[config.mk]
export PLATFORM = sky130hd
export DESIGN_NAME = hub75_line_scanner
export DESIGN_NICKNAME = d
export VERILOG_FILES = /design/src/rtl/hub75_pkg.sv /design/src/rtl/hub75_col_shifter.sv /design/src/rtl/hub75_line_scanner.sv
export SDC_FILE = /design/constraint.sdc
export NUM_CORES = 1
export LEC_CHECK = 0
export ABC_CLOCK_PERIOD_IN_PS = 6200
export BUFFER_PORTS_ARGS = -buffer_cell sky130_fd_sc_hd__buf_2
export CAP_MARGIN = 20
export CORE_ASPECT_RATIO = 0.8
export CORE_MARGIN = 1.5
export CORE_UTILIZATION = 60
export DETAILED_ROUTE_END_ITERATION = 10
export GPL_TIMING_DRIVEN = 0
export PLACE_DENSITY = 0.78
export SETUP_SLACK_MARGIN = 0.05
export SYNTH_ARGS = -nofsm -noshare
export SYNTH_HDL_FRONTEND = slang
export SYNTH_HIERARCHICAL = 1
export SYNTH_SLANG_ARGS = --single-unit
[constraint.sdc]
create_clock -name PNL_clk -period 6.2 [get_ports PNL_clk]
set_input_delay 0.31 -clock PNL_clk [delete_from_list [all_inputs] [get_ports PNL_clk]]
set_output_delay 0.31 -clock PNL_clk [all_outputs]
set_load 0.01 [all_outputs]
[src/rtl/hub75_pkg.sv]
// Shared constants, state encoding and word-map helper for the HUB75 panel scanner.
package hub75_pkg;

  localparam int PANEL_COLS    = 64;
  localparam int PANEL_ROWS    = 32;
  localparam int WORDS_PER_ROW = 3;
  localparam int FRAME_WORDS   = PANEL_ROWS * WORDS_PER_ROW;
  localparam int HALF_WORDS    = FRAME_WORDS / 2;
  localparam int NUM_PLANES    = 2 * WORDS_PER_ROW;
  localparam int COL_W         = $clog2(PANEL_COLS);

  typedef enum logic [1:0] {
    CH_R = 2'd0,
    CH_G = 2'd1,
    CH_B = 2'd2
  } hub_ch_e;

  typedef enum logic [2:0] {
    ST_IDLE,
    ST_FETCH,
    ST_SHIFT,
    ST_WAIT,
    ST_BLANK,
    ST_LATCH,
    ST_UNBLANK
  } hub_state_e;

  // First word of a top-half row: row * WORDS_PER_ROW, kept in 8 bits.
  function automatic logic [7:0] row_base(input logic [3:0] row);
    return {3'b000, row, 1'b0} + {4'b0000, row};
  endfunction

endpackage

[src/rtl/hub75_col_shifter.sv]
// Six 64-bit colour plane registers and the HUB_clk phase generator for one line shift-out.
module hub75_col_shifter
  import hub75_pkg::*;
#(
  parameter int CLK_DIV = 2
)(
  input  logic        PNL_clk,
  input  logic        PNL_rst_n,
  input  logic        load,
  input  logic [2:0]  load_idx,
  input  logic [63:0] load_data,
  input  logic        start,
  output logic [5:0]  rgb,
  output logic        hub_clk,
  output logic        done
);

  localparam int                PH_W     = $clog2(2 * CLK_DIV);
  localparam logic [PH_W-1:0]   PH_LAST  = PH_W'(2 * CLK_DIV - 1);
  localparam logic [PH_W-1:0]   PH_RISE  = PH_W'(CLK_DIV - 1);
  localparam logic [COL_W-1:0]  COL_LAST = COL_W'(PANEL_COLS - 1);

  logic [NUM_PLANES-1:0][PANEL_COLS-1:0] plane;
  logic [PH_W-1:0]                       ph;
  logic [COL_W-1:0]                      col;
  logic                                  active;

  always_ff @(posedge PNL_clk) begin
    if (!PNL_rst_n) begin
      plane   <= '0;
      ph      <= '0;
      col     <= '0;
      active  <= 1'b0;
      hub_clk <= 1'b0;
    end else begin
      if (load) plane[load_idx] <= load_data;
      if (start) begin
        active  <= 1'b1;
        ph      <= '0;
        col     <= '0;
        hub_clk <= 1'b0;
      end else if (active) begin
        if (ph == PH_LAST) begin
          // end of the high phase: next column, clock back low
          ph      <= '0;
          hub_clk <= 1'b0;
          col     <= col + COL_W'(1);
          for (int i = 0; i < NUM_PLANES; i++) plane[i] <= plane[i] << 1;
          if (col == COL_LAST) active <= 1'b0;
        end else begin
          ph      <= ph + PH_W'(1);
          hub_clk <= (ph >= PH_RISE);
        end
      end
    end
  end

  assign rgb  = {plane[0][PANEL_COLS-1], plane[1][PANEL_COLS-1], plane[2][PANEL_COLS-1],
                 plane[3][PANEL_COLS-1], plane[4][PANEL_COLS-1], plane[5][PANEL_COLS-1]};
  assign done = active && (col == COL_LAST) && (ph == PH_LAST);

endmodule

[src/rtl/hub75_line_scanner.sv]
// HUB75 1/16-scan line scanner reading pixel-plane words from the frame BRAM read port.
// Optional HUB75_DEADTIME_EN adds DEAD_CYCLES of extra blanking around each latch.
//
// state      | meaning
// -----------+-------------------------------------------------------------
// ST_IDLE    | held in reset; next cycle starts FETCH of line 0
// ST_FETCH   | 6 BRAM reads plus final capture (7 cycles)
// ST_SHIFT   | 64 columns clocked out on HUB_clk
// ST_WAIT    | previous line still owed on-time
// ST_BLANK   | HUB_oe high before latching
// ST_LATCH   | HUB_lat pulse
// ST_UNBLANK | new row address, on-time restarts, line advances
module hub75_line_scanner
  import hub75_pkg::*;
#(
  parameter int CLK_DIV     = 2,
  parameter int ON_CYCLES   = 512,
  parameter int LINES       = 16
`ifdef HUB75_DEADTIME_EN
  ,
  parameter int DEAD_CYCLES = 4
`endif
)(
  input  logic        PNL_clk,
  input  logic        PNL_rst_n,
  output logic [7:0]  BRAM_addr,
  output logic        BRAM_rd_en,
  input  logic [63:0] BRAM_data,
  output logic        HUB_r1,
  output logic        HUB_g1,
  output logic        HUB_b1,
  output logic        HUB_r2,
  output logic        HUB_g2,
  output logic        HUB_b2,
  output logic        HUB_clk,
  output logic        HUB_lat,
  output logic        HUB_oe,
  output logic [3:0]  HUB_addr,
  output logic        frame_start
);

  localparam int             ON_W      = $clog2(ON_CYCLES + 1);
  localparam logic [7:0]     HALF_STEP = 8'(HALF_WORDS - WORDS_PER_ROW + 1);

  hub_state_e        state;
  logic [2:0]        fcnt;
  logic [3:0]        line;
  logic [3:0]        next_line;
  logic [3:0]        tgt_line;
  logic [ON_W-1:0]   on_cnt;
  logic              sh_load;
  logic [2:0]        sh_idx;
  logic              sh_start;
  logic              sh_done;
  logic [5:0]        sh_rgb;
`ifdef HUB75_DEADTIME_EN
  logic [7:0]        dcnt;
  logic [7:0]        dt_cnt;
`endif

  always_comb begin
    next_line = (line == 4'(LINES - 1)) ? 4'd0 : line + 4'd1;
    tgt_line  = (state == ST_UNBLANK) ? next_line : line;
  end

  // read issued in fetch cycle c is captured in cycle c+1
  assign sh_load  = (state == ST_FETCH) && (fcnt != 3'd0);
  assign sh_idx   = fcnt - 3'd1;
  assign sh_start = (state == ST_FETCH) && (fcnt == 3'd6);

  always_ff @(posedge PNL_clk) begin
    if (!PNL_rst_n) begin
      state       <= ST_IDLE;
      fcnt        <= '0;
      line        <= '0;
      on_cnt      <= '0;
      BRAM_addr   <= '0;
      BRAM_rd_en  <= 1'b0;
      frame_start <= 1'b0;
      HUB_lat     <= 1'b0;
      HUB_oe      <= 1'b1;
      HUB_addr    <= '0;
`ifdef HUB75_DEADTIME_EN
      dcnt        <= '0;
      dt_cnt      <= '0;
`endif
    end else begin
      frame_start <= 1'b0;
      if (on_cnt != '0) on_cnt <= on_cnt - ON_W'(1);
`ifdef HUB75_DEADTIME_EN
      if (dt_cnt != 8'd0) begin
        dt_cnt <= dt_cnt - 8'd1;
        if (dt_cnt == 8'd1) begin
          HUB_oe <= 1'b0;
          on_cnt <= ON_W'(ON_CYCLES);
        end
      end
`endif
      case (state)
        ST_IDLE, ST_UNBLANK: begin
          state       <= ST_FETCH;
          fcnt        <= '0;
          line        <= tgt_line;
          BRAM_rd_en  <= 1'b1;
          BRAM_addr   <= row_base(tgt_line);
          frame_start <= (tgt_line == 4'd0);
          if (state == ST_UNBLANK) begin
`ifdef HUB75_DEADTIME_EN
            if (DEAD_CYCLES == 0) begin
              HUB_oe <= 1'b0;
              on_cnt <= ON_W'(ON_CYCLES);
            end else begin
              dt_cnt <= 8'(DEAD_CYCLES);
            end
`else
            HUB_oe <= 1'b0;
            on_cnt <= ON_W'(ON_CYCLES);
`endif
          end
        end
        ST_FETCH: begin
          fcnt       <= fcnt + 3'd1;
          BRAM_rd_en <= (fcnt < 3'd5);
          if (fcnt < 3'd5)
            BRAM_addr <= BRAM_addr + ((fcnt == 3'(WORDS_PER_ROW - 1)) ? HALF_STEP : 8'd1);
          if (fcnt == 3'd6) state <= ST_SHIFT;
        end
        ST_SHIFT: begin
          if (sh_done) begin
            // on_cnt <= 1 means the on-time is used up by the next cycle
            if (on_cnt <= ON_W'(1)) begin
              state  <= ST_BLANK;
              HUB_oe <= 1'b1;
`ifdef HUB75_DEADTIME_EN
              dcnt   <= 8'(DEAD_CYCLES);
`endif
            end else begin
              state <= ST_WAIT;
            end
          end
        end
        ST_WAIT: begin
          if (on_cnt <= ON_W'(1)) begin
            state  <= ST_BLANK;
            HUB_oe <= 1'b1;
`ifdef HUB75_DEADTIME_EN
            dcnt   <= 8'(DEAD_CYCLES);
`endif
          end
        end
        ST_BLANK: begin
`ifdef HUB75_DEADTIME_EN
          if (dcnt != 8'd0) begin
            dcnt <= dcnt - 8'd1;
          end else begin
            state   <= ST_LATCH;
            HUB_lat <= 1'b1;
          end
`else
          state   <= ST_LATCH;
          HUB_lat <= 1'b1;
`endif
        end
        ST_LATCH: begin
          state    <= ST_UNBLANK;
          HUB_lat  <= 1'b0;
          HUB_addr <= line;
        end
        default: state <= ST_IDLE;
      endcase
    end
  end

  hub75_col_shifter #(
    .CLK_DIV (CLK_DIV)
  ) u_col_shifter (
    .PNL_clk   (PNL_clk),
    .PNL_rst_n (PNL_rst_n),
    .load      (sh_load),
    .load_idx  (sh_idx),
    .load_data (BRAM_data),
    .start     (sh_start),
    .rgb       (sh_rgb),
    .hub_clk   (HUB_clk),
    .done      (sh_done)
  );

  assign {HUB_r1, HUB_g1, HUB_b1, HUB_r2, HUB_g2, HUB_b2} = sh_rgb;

endmodule

### Yosys cells after proc, flatten, opt, wreduce, memory -nomap -nowiden

Cells that the tools add are included.

* add/sub/neg operators: 8
* $lt $le $gt $ge: 5
* equal/unequal tests: 16
* mux-type cells: 33
* bitwise operators: 1
* reductions and logical operators: 19

Operator list (count)
* $mux W384: 4
* $bwmux W384: 1
* $demux W64 S3: 1
* $mux W64: 1
* $mux W10: 3
* $pmux W3 S6: 1
* $pmux W8 S2: 1
* $eq A3 B3 Y1 const B: 4
* $mux W3: 4
* $le A10 B1 Y1 const B: 1
* $reduce_bool A10 Y1: 1
* $sub A10 B1 Y10 const B: 1
* $eq A3 B2 Y1 const B: 3
* $add A8 B6 Y8: 1
* $mux W1: 8
* $mux W4: 2
* $mux W8: 1
* $add A5 B4 Y6: 1
* $add A6 B1 Y6 const B: 1
* $eq A6 B6 Y1 const B: 1
* $mux W6: 1
* $ne A2 B2 Y1 const B: 3
* $pmux W3 S2: 1
* $reduce_and A2 Y1: 3
* 23 further kinds: 33

* register bits after elaboration: 430
* input port bits: 66
* output and inout port bits: 23

### Depth between registers and ports, before layout

Gate-level depths: netlist (run 1).

* depth after elaboration: 10
* depth in mapped cells: 10
* depth with buffers taken out: 10

### Cells and area by module

The synthesis (run 1) kept the hierarchy.

By module, submodules not included
* hub75_col_shifter: times used 1, cells an instance 1337, area an instance 16334.4 um^2, seq. area each 7867.5 um^2
* hub75_line_scanner: times used 1, cells an instance 275, area an instance 2244.7 um^2, seq. area each 720.7 um^2

### Worst setup path after synthesis (run 1)

Ideal clock, no wire load.

* kind: register -> register
* from: reg state[2]
* to: reg BRAM_addr[5]
* setup time: 0.120 ns
* arrival time: 2.219 ns
* required time: 6.080 ns
* setup slack: 3.861 ns
* cell stages (with the launch flop): 10
* path buffers: 1
* clock period less this slack: 2.339 ns
* cell sequence: dfxtp_1 and3b_1 clkbuf_1 mux2i_1 inv_1 ha_1 fa_1 a21oi_1 o31ai_1 o31a_1

* cells in the longest elaborated chain, start to end: 4

Ends and longest elaborated chain
* start, declared: RTL line hub75_line_scanner.sv:45 `hub_state_e state;`
* start signal, assigned: RTL line hub75_line_scanner.sv:73 `state <= ST_IDLE;`
* start signal, assigned: RTL line hub75_line_scanner.sv:101 `state <= ST_FETCH;`
* start signal, assigned: RTL line hub75_line_scanner.sv:126 `if (fcnt == 3'd6) state <= ST_SHIFT;`
* $eq A3 B3 Y1: RTL line hub75_line_scanner.sv:63 `tgt_line = (state == ST_UNBLANK) ? next_line : line;`
* $mux W4: RTL line hub75_line_scanner.sv:63
* net tgt_line[1]: RTL line hub75_line_scanner.sv:49 `logic [3:0] tgt_line;`
* $add A5 B4 Y6: RTL line hub75_pkg.sv:30 `return {3'b000, row, 1'b0} + {4'b0000, row};`
* $pmux W8 S2: RTL line hub75_line_scanner.sv:99 `case (state)`
* end signal, assigned: RTL line hub75_line_scanner.sv:105 `BRAM_addr <= row_base(tgt_line);`
* end signal, assigned: RTL line hub75_line_scanner.sv:125 `BRAM_addr <= BRAM_addr + ((fcnt == 3'(WORDS_PER_ROW - 1)) ? HALF_STEP : 8'd1);`
* end, declared: RTL line hub75_line_scanner.sv:26 `output logic [7:0] BRAM_addr,`

The timed path passes the listed nets, and every way through them passes these cells.
A chain may end at the register's enable or synchronous reset.

### Final worst setup path (run 1)

* from: reg state[1]
* to: reg BRAM_addr[4]

The elaborated chain is that of the path after synthesis.

==> results.md, run 1 <==
- Critical Path, Cell by Cell: clkbuf_1, nand4b_1, xor2_1, inv_1, ha_1, a21oi_1, nor2b_1, mux2i_1, a211oi_1, nor3_1
- Crit. End Element: flop
- Vias per Instance: roughly 6.0
- Setup TNS: 0 ns
- Initial antenna violation count: 0
- Max_slew headroom: roughly half
- Final setup vio count: 0
- Pwr dens: 275 nW/um^2
- Hold endpoint: u_col_shifter/active$_SDFF_PN0_
- Yosys reg bits: 429
- 1st-pass router iterations: 7
- Yosys top cell area share: 46.2%
- Number of synthesized flops with an enable pin: 0
- Synth Instances: between 1500 and 2000
- Final Cell Area: 21100 um^2
- Worst Setup Path Type: flop to flop
- # fillers: ~2300
- Area of the multi-input gates: 8930 um^2
- Vias in the first global route: approximately 13000
- Non-Filler Instances: 2192
- Tmin final: 2.80 ns
- CP bufs+invs: 2
- Buffer depth of the longest clock path: 3
- Worst EP arrival: 3.22 ns
- Hold crit path type: input port to flop
- Final Max Tran Viols: 0
- Later-pin clock latency in the skew report: between 0.5 and 0.6 ns
- DRC viols: 0
- Part of the Yosys area used for sequential elements: 46.2%
- Worst setup SP type: flop
- Yosys synthesis warning count: 6
- Mapped cell area: 18600 um^2
- Hold depth: 2
- Placed cell count: 2113
- Cell-internal power: ~0.0046 W
- Post_cts resized: 0
- Synth area leaders: dfxtp_1, mux2i_1, o2bb2ai_1
- CP top delay family: simple AND/OR/NAND/NOR gates
- Power share of the combinational group: 3.7%
- GRT overflow: 0
- Starting Density: 61.2%
- Placed cell area: 19500 um^2
- Area of the die: ~32000 um^2
- Final GP Congestion: between 0.8 and 0.9
- DIE HEIGHT: 160 um
- Vias: 13100
- Hold Crit Start: PNL_rst_n
- Crit Path Max Fanout: 10
- Core area: 30400 um^2
- Top_reg_cell synth: dfxtp_1
- Max-capacitance violation count: 0
- Setup repair bufs after CTS: 0
- DIE WIDTH: 200 um
- I/O pins: 89
- Largest area contributor in the netlist: dfxtp_1
- WP data required: 6.62 ns
- First-pass GRT wire length: 67900 um
- Sw Ratio: 21.4%
- FF/Latch Area: 8590 um^2
- Clock Sink Count: 429
- Hold-fix buffer count after cts: 0
- Worst-Margin Slew: 0.763 ns
- CTS clk-pin slew, worst paths: 0.06 ns
- Crit path max-delay cell type: dfxtp_1
- Max incr delay on CP: approximately 0.42 ns
- Wire length per cell: between 15 and 20 um
- Commonest non-fill, non-tap cells in the layout: dfxtp_1, mux2i_1, o2bb2ai_1
- GRT Util Overall: around a quarter
- Sw power: 0.00124 W
- RSZ-0062 raised after global routing: no
- Layout cells sized above 1: about 17%
- I/O Buffers: 88
- Post-synth net total: approximately 1700
- Reg2reg start: state[1]$_SDFFE_PN0P_
- Final hold vios: 0
- Outcome: finished, final reports clean
- Final net count: 1829
- Setup slack, reg-to-reg: 3.40 ns
- Seq pwr share: between 40% and 50%
- Clock power frac: 48.3%
- Final Cycle Share: 45.2%
- Cell Rows: between 50 and 60
- DP HPWL: 29100 um
- Routed Antenna Nets: 0
- Ys async rst share: 0%
- Avg Inst Size Synth: 11.5 um^2
- Worst R2R Path Depth: 10
- Worst hold slack: 0.0247 ns
- CTS tree: yes
- CTS Root Cell: clkbuf_16
- H-tree Lvls: 2
- Synth cell types: 61
- Reg2reg end: BRAM_addr[4]$_SDFFE_PN0P_
- Largest net degree at the start of global routing: 16
- Leading cell type in the layout, fill and taps excluded: dfxtp_1
- Maximum VDD drop: approximately 230 uV
- Initial DRC count: 760
- CTS buffer count: 43
- Fin Clk Skew: 0.0243 ns
- Leakage power: between 7 and 8 nW
- Max Clock Freq: 0.357 GHz
- Final WL: ~42000 um
- Area growth, synth to finish: 13.5%
worst max path at each step:
| stage | slack [ns] | from | end | depth (start not counted) |
|---|---|---|---|---|
| global route | 3.10 | state[1]$_SDFFE_PN0P_ | BRAM_addr[4]$_SDFFE_PN0P_ | 10 |
| finish | 3.40 | state[1]$_SDFFE_PN0P_ | BRAM_addr[4]$_SDFFE_PN0P_ | 10 |
| CTS | 3.40 | state[1]$_SDFFE_PN0P_ | BRAM_addr[4]$_SDFFE_PN0P_ | 10 |
| detailed placement | 3.43 | state[2]$_SDFFE_PN0P_ | BRAM_addr[4]$_SDFFE_PN0P_ | 10 |
| global placement | 3.43 | state[1]$_SDFFE_PN0P_ | BRAM_addr[4]$_SDFFE_PN0P_ | 10 |
| floorplan | 3.86 | state[2]$_SDFFE_PN0P_ | BRAM_addr[5]$_SDFFE_PN0P_ | 9 |
Yosys cell counts, types with 8 or more instances:
master / count
buf_6: 19
xor2_1: 8
nand3_1: 12
mux2i_1: 392
clkbuf_4: 8
nor2_1: 34
a21oi_1: 19
ha_1: 17
nor2b_1: 12
clkbuf_1: 16
buf_4: 20
o2bb2ai_1: 372
nand2_1: 33
buf_2: 78
o21ai_0: 14
dfxtp_1: 429
inv_1: 16
logic make-up after synthesis:
| logic type | synth area share [%] |
|---|---|
| buffers and inverters | 5.70 |
| adders and majority gates | 1.25 |
| muxes | 21.1 |
| and+or+nand+nor | 4.34 |
| DFF | 46.2 |
| xor gates and xnor gates | 0.566 |
| AOI/OAI and AO/OA | 20.8 |
layout make-up:
type                            instances  area share, %
Clock inverter                         16           1.15
Sequential cell                       429           40.7
Timing Repair Buffer                   88           2.09
Inverter                               16          0.285
Antenna cell                            1         0.0119
Tap cell                              413           2.45
Multi-Input combinational cell       1019           42.4
Buffer                                148           4.73
Clock buffer                           62           6.21
registers in the layout, indices dropped and copies added (netlist names):
signal and count:
HUB_lat 1, BRAM_rd_en 1, BRAM_addr 8, line 4, HUB_oe 1, fcnt 3
u_col_shifter/rgb 6, state 3, HUB_addr 4, u_col_shifter/ph 1, u_col_shifter/col 6, u_col_shifter/hub_clk 1
on_cnt 10, u_col_shifter/plane 378, frame_start 1, u_col_shifter/active 1
worst reg2reg max path: cells and delay by family, from the launching register on:
kind,cells,cell delay [ns]
AO/OA/AOI/OAI,2,0.39
XOR/XNOR,1,0.34
adder cells (fa/ha/maj),1,0.30
buffers and inverters,2,0.54
flip-flops,1,0.42
multiplexers,1,0.11
AND/OR/NAND/NOR,3,0.56
power groups by stage:
stage	Combinational [W]	Clock, W	Sequential [W]
6_report	0.000217	0.00280	0.00279
5_1_grt	0.000234	0.00297	0.00279
4_1_cts	0.000216	0.00285	0.00279
3_5_place_dp	0.000214	0	0.00285
3_3_place_gp	0.000209	0	0.00285
2_1_floorplan	0.000111	0	0.00284
stage by stage:
step | setup slack [ns] | utilization (%) | total power [W]
after floorplan | 3.86 | - | 0.00296
after global placement | 3.43 | 64.3 | 0.00306
after detailed placement | 3.43 | 64.3 | 0.00306
after CTS | 3.40 | 69.4 | 0.00585
after global routing | 3.10 | 69.4 | 0.00599
final | 3.40 | 69.4 | 0.00580
metal layers:
metal | vias up | GRT usage, % | routed length, um
met2 | 246 | 41.7 | 18600
met1 | 6326 | 37.5 | 20900
met4 | 0 | 7.38 | 963
met5 | - | 0 | 0
met3 | 70 | 3.99 | 1800
li1 | 6410 | - | -
No activity file was read; power rests on OpenSTA's default activity.
==> run 2, diff against run 1 <==
--- a/config.mk
+++ b/config.mk
@@ -5,15 +5,15 @@
 export SDC_FILE = /design/constraint.sdc
 export NUM_CORES = 1
 export LEC_CHECK = 0
-export ABC_CLOCK_PERIOD_IN_PS = 6200
+export ABC_CLOCK_PERIOD_IN_PS = 2400
 export BUFFER_PORTS_ARGS = -buffer_cell sky130_fd_sc_hd__buf_2
 export CAP_MARGIN = 20
 export CORE_ASPECT_RATIO = 0.8
 export CORE_MARGIN = 1.5
-export CORE_UTILIZATION = 60
+export CORE_UTILIZATION = 55
 export DETAILED_ROUTE_END_ITERATION = 10
 export GPL_TIMING_DRIVEN = 0
-export PLACE_DENSITY = 0.78
+export PLACE_DENSITY = 0.75
 export SETUP_SLACK_MARGIN = 0.05
 export SYNTH_ARGS = -nofsm -noshare
 export SYNTH_HDL_FRONTEND = slang
==> constraint.sdc (replaced) <==
create_clock -name PNL_clk -period 2.4 [get_ports PNL_clk]
set_input_delay 0.12 -clock PNL_clk [delete_from_list [all_inputs] [get_ports PNL_clk]]
set_output_delay 0.12 -clock PNL_clk [all_outputs]
set_load 0.01 [all_outputs]
==> results.md, run 2 (synthesis gave the netlist of run 1 again) <==
- Outcome: finished, final reports clean
- H-tree Lvls: 2 (unchanged)
- GRT Util Overall: 24.8% (-1.6 points)
- Hold Crit Start: PNL_rst_n
- Final setup vio count: 0 (unchanged)
- Power share of the combinational group: 4.7% (+1.0 points)
- Placed cell area: 19600 um^2 (about the same)
- Final GP Congestion: 0.812 (-0.72%)
- Later-pin clock latency in the skew report: 0.54 ns (about the same)
- Reg2reg start: state[0]$_SDFFE_PN0P_
- Tmin final: 2.31 ns (-0.494 ns)
- Final hold vios: 0 (unchanged)
- Pwr dens: 644 nW/um^2 (+130%)
- DRC viols: 0 (unchanged)
- WP data required: 2.81 ns (-3.81 ns)
- Biggest regs: u_col_shifter/plane (378), on_cnt (10), BRAM_addr (8)
- I/O Buffers: 88 (unchanged)
- Area of the die: 34900 um^2 (+8.9%)
- Buffer depth of the longest clock path: 3 (unchanged)
- Starting Density: 56.6% (-4.6 points)
- I/O pins: 89 (unchanged)
- Cell-internal power: 0.0110 W (+140%)
- Worst Setup Path Type: flop to flop
- Initial DRC count: 778 (+2.4%)
- Seq pwr share: 51.1% (+3.1 points)
- Max-capacitance violation count: 0 (unchanged)
- Routed Antenna Nets: 0 (unchanged)
- Vias per Instance: 5.95 (-0.14%)
- Worst EP arrival: 2.72 ns (-0.50 ns)
- Layout cells sized above 1: 18.0% (+0.75 points)
- CTS buffer count: 42 (-2.3%)
- Worst setup SP type: flop
- DP HPWL: 30100 um (+3.4%)
- Biggest register: u_col_shifter/plane
- Final Cycle Share: 96.1% (+51 points)
- Leading cell type in the layout, fill and taps excluded: dfxtp_1
- Largest register FFs: 378 (unchanged)
- Setup TNS: 0 ns (unchanged)
- CTS tree: yes
- Hold endpoint: u_col_shifter/active$_SDFF_PN0_
- Fin Clk Skew: 0.0242 ns (-0.000182 ns)
- Final WL: 44000 um (+4.0%)
- DIE HEIGHT: 167 um (+4.4%)
- Setup slack, reg-to-reg: 0.09 ns (-3.31 ns)
- Vias: 13500 (+3.4%)
- Hold depth: 3 (+1)
- Leakage power: 8.17 nW (+2.8%)
- CTS clk-pin slew, worst paths: 0.06 ns (about the same)
- Max Clock Freq: 0.434 GHz (+21%)
- Vias in the first global route: 13100 (+2.9%)
- Initial antenna violation count: 0 (unchanged)
- Final Cell Area: 21900 um^2 (+3.7%)
- Core area: 32900 um^2 (+8.1%)
- Area growth, synth to finish: 17.7%
- Crit path from: state[0]$_SDFFE_PN0P_
- Max_slew headroom: 39.4% (-9.3 points)
- Clock Sink Count: 429 (unchanged)
- First-pass GRT wire length: 70300 um (+3.6%)
- Clock power frac: 44.2% (-4.1 points)
- Cell Rows: 59 (+3.5%)
- Final Max Tran Viols: 0 (unchanged)
- Total power: 0.0141 W (+140%)
- GRT overflow: 0 (unchanged)
- Wire length per cell: 19.4 um (+0.40%)
- DIE WIDTH: 208 um (+4.4%)
- Antenna cells: 0 (-1)
- RSZ-0062 raised after global routing: yes
- Largest net degree at the start of global routing: 14 (-2)
- Hold crit path type: input port to flop
- Worst-Margin Slew: 0.901 ns (+0.138 ns)
- Sw Ratio: 22.0% (+0.61 points)
- Maximum VDD drop: 501 uV (+120%)
- CTS Root Cell: clkbuf_16
- Reg2reg end: BRAM_addr[4]$_SDFFE_PN0P_
- Sw power: 0.00310 W (+150%)
- # fillers: 2484 (+10%)
- 1st-pass router iterations: 5 (-2)
- Worst R2R Path Depth: 9 (-1)
- Crit. End Element: flop
- Crit Path Max Fanout: 7 (-3)
- Commonest non-fill, non-tap cells in the layout: dfxtp_1, mux2i_1, o2bb2ai_1
- Final net count: 1904 (+4.1%)
run 2: cell types whose count changed in the layout (fill, tap and decap cells not counted), sizes merged:
| cell | delta |
|---|---|
| buf | +8 |
| bufinv | -5 |
| clkbuf | +2 |
| clkinv | -4 |
| clkinvlp | -2 |
| diode | -1 |
| dlygate4sd3 | +65 |
| inv | +1 |
run 2: layout make-up:
| class | instances | area (um^2) | share of cell area [%] |
|---|---|---|---|
| buffer | 147 | 1160 | 5.30 |
| clock buffer | 61 | 1200 | 5.50 |
| clock inverter | 6 | 62.6 | 0.286 |
| inverter | 16 | 60.1 | 0.275 |
| multi-input combinational | 1019 | 9070 | 41.5 |
| sequential | 429 | 8600 | 39.3 |
| tap | 427 | 534 | 2.44 |
| timing repair buffer | 165 | 1180 | 5.40 |
run 2: stage by stage:
stage | hold WS, ns | setup WS [ns] | utilization [%] | cells
2_1_floorplan | 0.237 | 0.0614 | - | 1612
3_3_place_gp | 0.388 | -0.339 | 59.5 | 2127
3_5_place_dp | 0.397 | -0.452 | 59.5 | 2127
4_1_cts | 0.375 | 0.0134 | 66.0 | 2263
5_1_grt | 0.423 | -0.00214 | 66.6 | 2270
6_report | 0.423 | 0.0933 | 66.6 | 2270
run 2: routing by layer:
layer | wire length, um | up-vias | global-route usage (%)
li1 | - | 6548 | -
met1 | 21800 | 6588 | 35.4
met2 | 19500 | 286 | 39.8
met3 | 1700 | 76 | 3.04
met4 | 950 | 0 | 6.63
met5 | 0 | - | 0
run 2: worst max-delay path by stage:
stage | slack, ns | end | cells past startpoint
global placement | -0.34 | BRAM_addr[4]$_SDFFE_PN0P_ | 10
detailed placement | -0.45 | BRAM_addr[4]$_SDFFE_PN0P_ | 10
finish | 0.09 | BRAM_addr[4]$_SDFFE_PN0P_ | 9
global route | -0.002 | BRAM_addr[4]$_SDFFE_PN0P_ | 10
CTS | 0.01 | BRAM_addr[4]$_SDFFE_PN0P_ | 10
floorplan | 0.06 | BRAM_addr[5]$_SDFFE_PN0P_ | 9
run 2: power groups by stage:
| stage | combinational, W | sequential, W | clock [W] |
|---|---|---|---|
| 2_1_floorplan | 0.000287 | 0.00735 | 0 |
| 3_3_place_gp | 0.000544 | 0.00735 | 0 |
| 3_5_place_dp | 0.000557 | 0.00735 | 0 |
| 4_1_cts | 0.000649 | 0.00720 | 0.00632 |
| 5_1_grt | 0.000714 | 0.00719 | 0.00662 |
| 6_report | 0.000663 | 0.00719 | 0.00623 |
run 2: repair_timing:
action,in CTS,in global routing
endpoints found under the hold margin,324,0
pin swaps,2,5
cloned,0,0
resized for setup,54,49
endpoints found under the setup margin,388,378
setup buffers,5,7
hold buffers,65,0
run 2: worst max-delay path, cell delays in order, from the launching register on:
cell and delay (ns):
dfxtp_2 0.36, and3b_2 0.36, mux2i_4 0.28, inv_2 0.08, ha_1 0.31, a21oi_2 0.20
nor2b_4 0.07, mux2i_2 0.16, a211oi_2 0.27, nor3_1 0.08
==> run 3, diff against run 2 <==
--- a/config.mk
+++ b/config.mk
@@ -13,6 +13,7 @@
 export CORE_UTILIZATION = 55
 export DETAILED_ROUTE_END_ITERATION = 10
 export GPL_TIMING_DRIVEN = 0
+export MAX_ROUTING_LAYER = met4
 export PLACE_DENSITY = 0.75
 export SETUP_SLACK_MARGIN = 0.05
 export SYNTH_ARGS = -nofsm -noshare
==> results.md, run 3 (synthesis gave the netlist of run 1 again) <==
- RSZ-0062 raised after global routing: yes
- Area growth, synth to finish: 17.7% (about the same)
- 1st-pass router iterations: 5 (unchanged)
- Initial DRC count: 774 (-0.51%)
- Later-pin clock latency in the skew report: 0.54 ns (about the same)
- Clock Sink Count: 429 (unchanged)
- Tmin final: 2.32 ns (+0.00922 ns)
- DIE WIDTH: 208 um (unchanged)
- Vias in the first global route: 13100 (-0.0076%)
- DR top layer: met4
- CTS tree: yes
- Cell Rows: 59 (unchanged)
- Commonest non-fill, non-tap cells in the layout: dfxtp_1, mux2i_1, o2bb2ai_1
- Max incr delay on CP: 0.36 ns (about the same)
- Vias: 13500 (+0.037%)
- Core area: 32900 um^2 (unchanged)
- Final WL: 43900 um (about the same)
- Antenna cells: 0 (unchanged)
- Final hold vios: 0 (unchanged)
- CTS Root Cell: clkbuf_16
- Pwr dens: 644 nW/um^2 (about the same)
- Placed cell count: 2127 (unchanged)
- Starting Density: 56.6% (unchanged)
- First-pass GRT wire length: 70300 um (about the same)
- Worst-Margin Slew: 0.939 ns (+0.0380 ns)
- Vias per Instance: 5.95 (about the same)
- DP HPWL: 30100 um (unchanged)
- Area of the die: 34900 um^2 (unchanged)
- WP data required: 2.81 ns (about the same)
- Critical Path, Cell by Cell: and3b_2, mux2i_4, inv_2, ha_1, a21oi_2, nor2b_4, mux2i_2, a211oi_2, nor3_1
- Met1 WL: 21900 um (+0.51%)
- Layout cells sized above 1: 18.0% (unchanged)
- Crit path max-delay cell type: dfxtp_2
- Crit Path Max Fanout: 7 (unchanged)
- Maximum VDD drop: 503 uV (+0.47%)
- Fin Clk Skew: 0.0251 ns (+0.000912 ns)
- Biggest register: u_col_shifter/plane
- # fillers: 2485 (+0.040%)
- Worst hold slack: 0.424 ns (+0.00154 ns)
- Detail Route met2 WL: 19500 um (-0.26%)
- GRT overflow: 0 (unchanged)
- I/O pins: 89 (unchanged)
- Final Max Tran Viols: 0 (unchanged)
- Final setup vio count: 0 (unchanged)
- Final net count: 1904 (unchanged)
- DRC viols: 0 (unchanged)
- GRT Util Overall: 25.6% (+0.76 points)
- Non-Filler Instances: 2270 (unchanged)
- CTS buffer count: 42 (unchanged)
- Max-capacitance violation count: 0 (unchanged)
- Placed cell area: 19600 um^2 (unchanged)
- I/O Buffers: 88 (unchanged)
- Hold crit path type: input port to flop
- CTS clk-pin slew, worst paths: 0.06 ns (about the same)
- Max_slew headroom: 36.8% (-2.6 points)
- Biggest regs: u_col_shifter/plane (378), on_cnt (10), BRAM_addr (8)
- Leakage power: 8.17 nW (about the same)
- Worst Setup Path Type: flop to flop
- Final Cycle Share: 96.5% (+0.38 points)
- Final Cell Area: 21900 um^2 (about the same)
- Routed Antenna Nets: 0 (unchanged)
- H-tree Lvls: 2 (unchanged)
- Leading cell type in the layout, fill and taps excluded: dfxtp_1
- Buffer depth of the longest clock path: 3 (unchanged)
- DIE HEIGHT: 167 um (unchanged)
- Outcome: finished, final reports clean
- Final GP Congestion: 0.824 (+1.5%)
- Initial antenna violation count: 0 (unchanged)
- Max Clock Freq: 0.432 GHz (-0.40%)
- Worst setup SP type: flop
- Met3 wire len: 1620 um (-4.7%)
- Wire length per cell: 19.4 um (about the same)
- Crit. End Element: flop
- Largest register FFs: 378 (unchanged)
- Worst EP arrival: 2.73 ns (about the same)
- Largest net degree at the start of global routing: 14 (unchanged)
-- run 3: cell types whose count changed in the layout (fill, tap and decap cells not counted) --
cell      previous run  this run
buf_2              138       140
clkbuf_4            15        13
-- run 3: worst max-delay path: cells and delay by family, from the launching register on --
kind            cells  cell delay, ns
simple gates        3            0.52
compound gates      2            0.48
mux                 2            0.44
flops               1            0.36
fa+ha+maj           1            0.31
buf+inv             1            0.08
-- run 3: worst paths after layout --
kind	startpoint	endpoint	slack, ns	cells past startpoint
worst max register to register	state[0]$_SDFFE_PN0P_	BRAM_addr[4]$_SDFFE_PN0P_	0.08	9
worst min register to register	u_col_shifter/plane[344]$_SDFF_PN0_	u_col_shifter/plane[345]$_SDFF_PN0_	0.45	1
worst min-delay path	PNL_rst_n	u_col_shifter/active$_SDFF_PN0_	0.42	3
worst max-delay path	state[0]$_SDFFE_PN0P_	BRAM_addr[4]$_SDFFE_PN0P_	0.08	9
-- run 3: stage by stage --
stage / TNS (ns) / setup slack, ns / power [W] / utilization, %
after floorplan: 0 / 0.0614 / 0.00764 / -
final: 0 / 0.0841 / 0.0141 / 66.6
after global routing: -0.00214 / -0.00214 / 0.0145 / 66.6
after global placement: -79.59 / -0.339 / 0.00790 / 59.5
after detailed placement: -86.96 / -0.452 / 0.00791 / 59.5
after CTS: 0 / 0.0134 / 0.0142 / 66.0
-- run 3: final cells by class --
| cell class | count | area, um^2 | area share, % |
|---|---|---|---|
| multi-input combinational | 1019 | 9070 | 41.5 |
| sequential | 429 | 8600 | 39.3 |
| clock buffer | 61 | 1200 | 5.50 |
| timing repair buffer | 165 | 1180 | 5.40 |
| buffer | 147 | 1150 | 5.27 |
| tap | 427 | 534 | 2.44 |
| clock inverter | 6 | 62.6 | 0.286 |
| inverter | 16 | 60.1 | 0.275 |
-- run 3: power breakdown --
part	leakage, nW	switching (W)	internal [W]
combinational	4.08	0.000404	0.000259
clock	0.622	0.00266	0.00357
sequential	3.46	0.0000300	0.00716
-- run 3: layer usage --
metal | vias up | GRT usage [%]
met3 | 77 | 3.00
li1 | 6561 | -
met2 | 274 | 39.7
met4 | 0 | 6.63
met1 | 6591 | 35.5
met5 | - | -
-- run 3: timing repair --
| action | in CTS | in global routing |
|---|---|---|
| pin swaps | 2 | 5 |
| hold buffers | 65 | 0 |
| gates resized for setup | 54 | 47 |
| setup buffers | 5 | 7 |
| setup endpoints to repair | 388 | 377 |
| endpoints found under the hold margin | 324 | 0 |
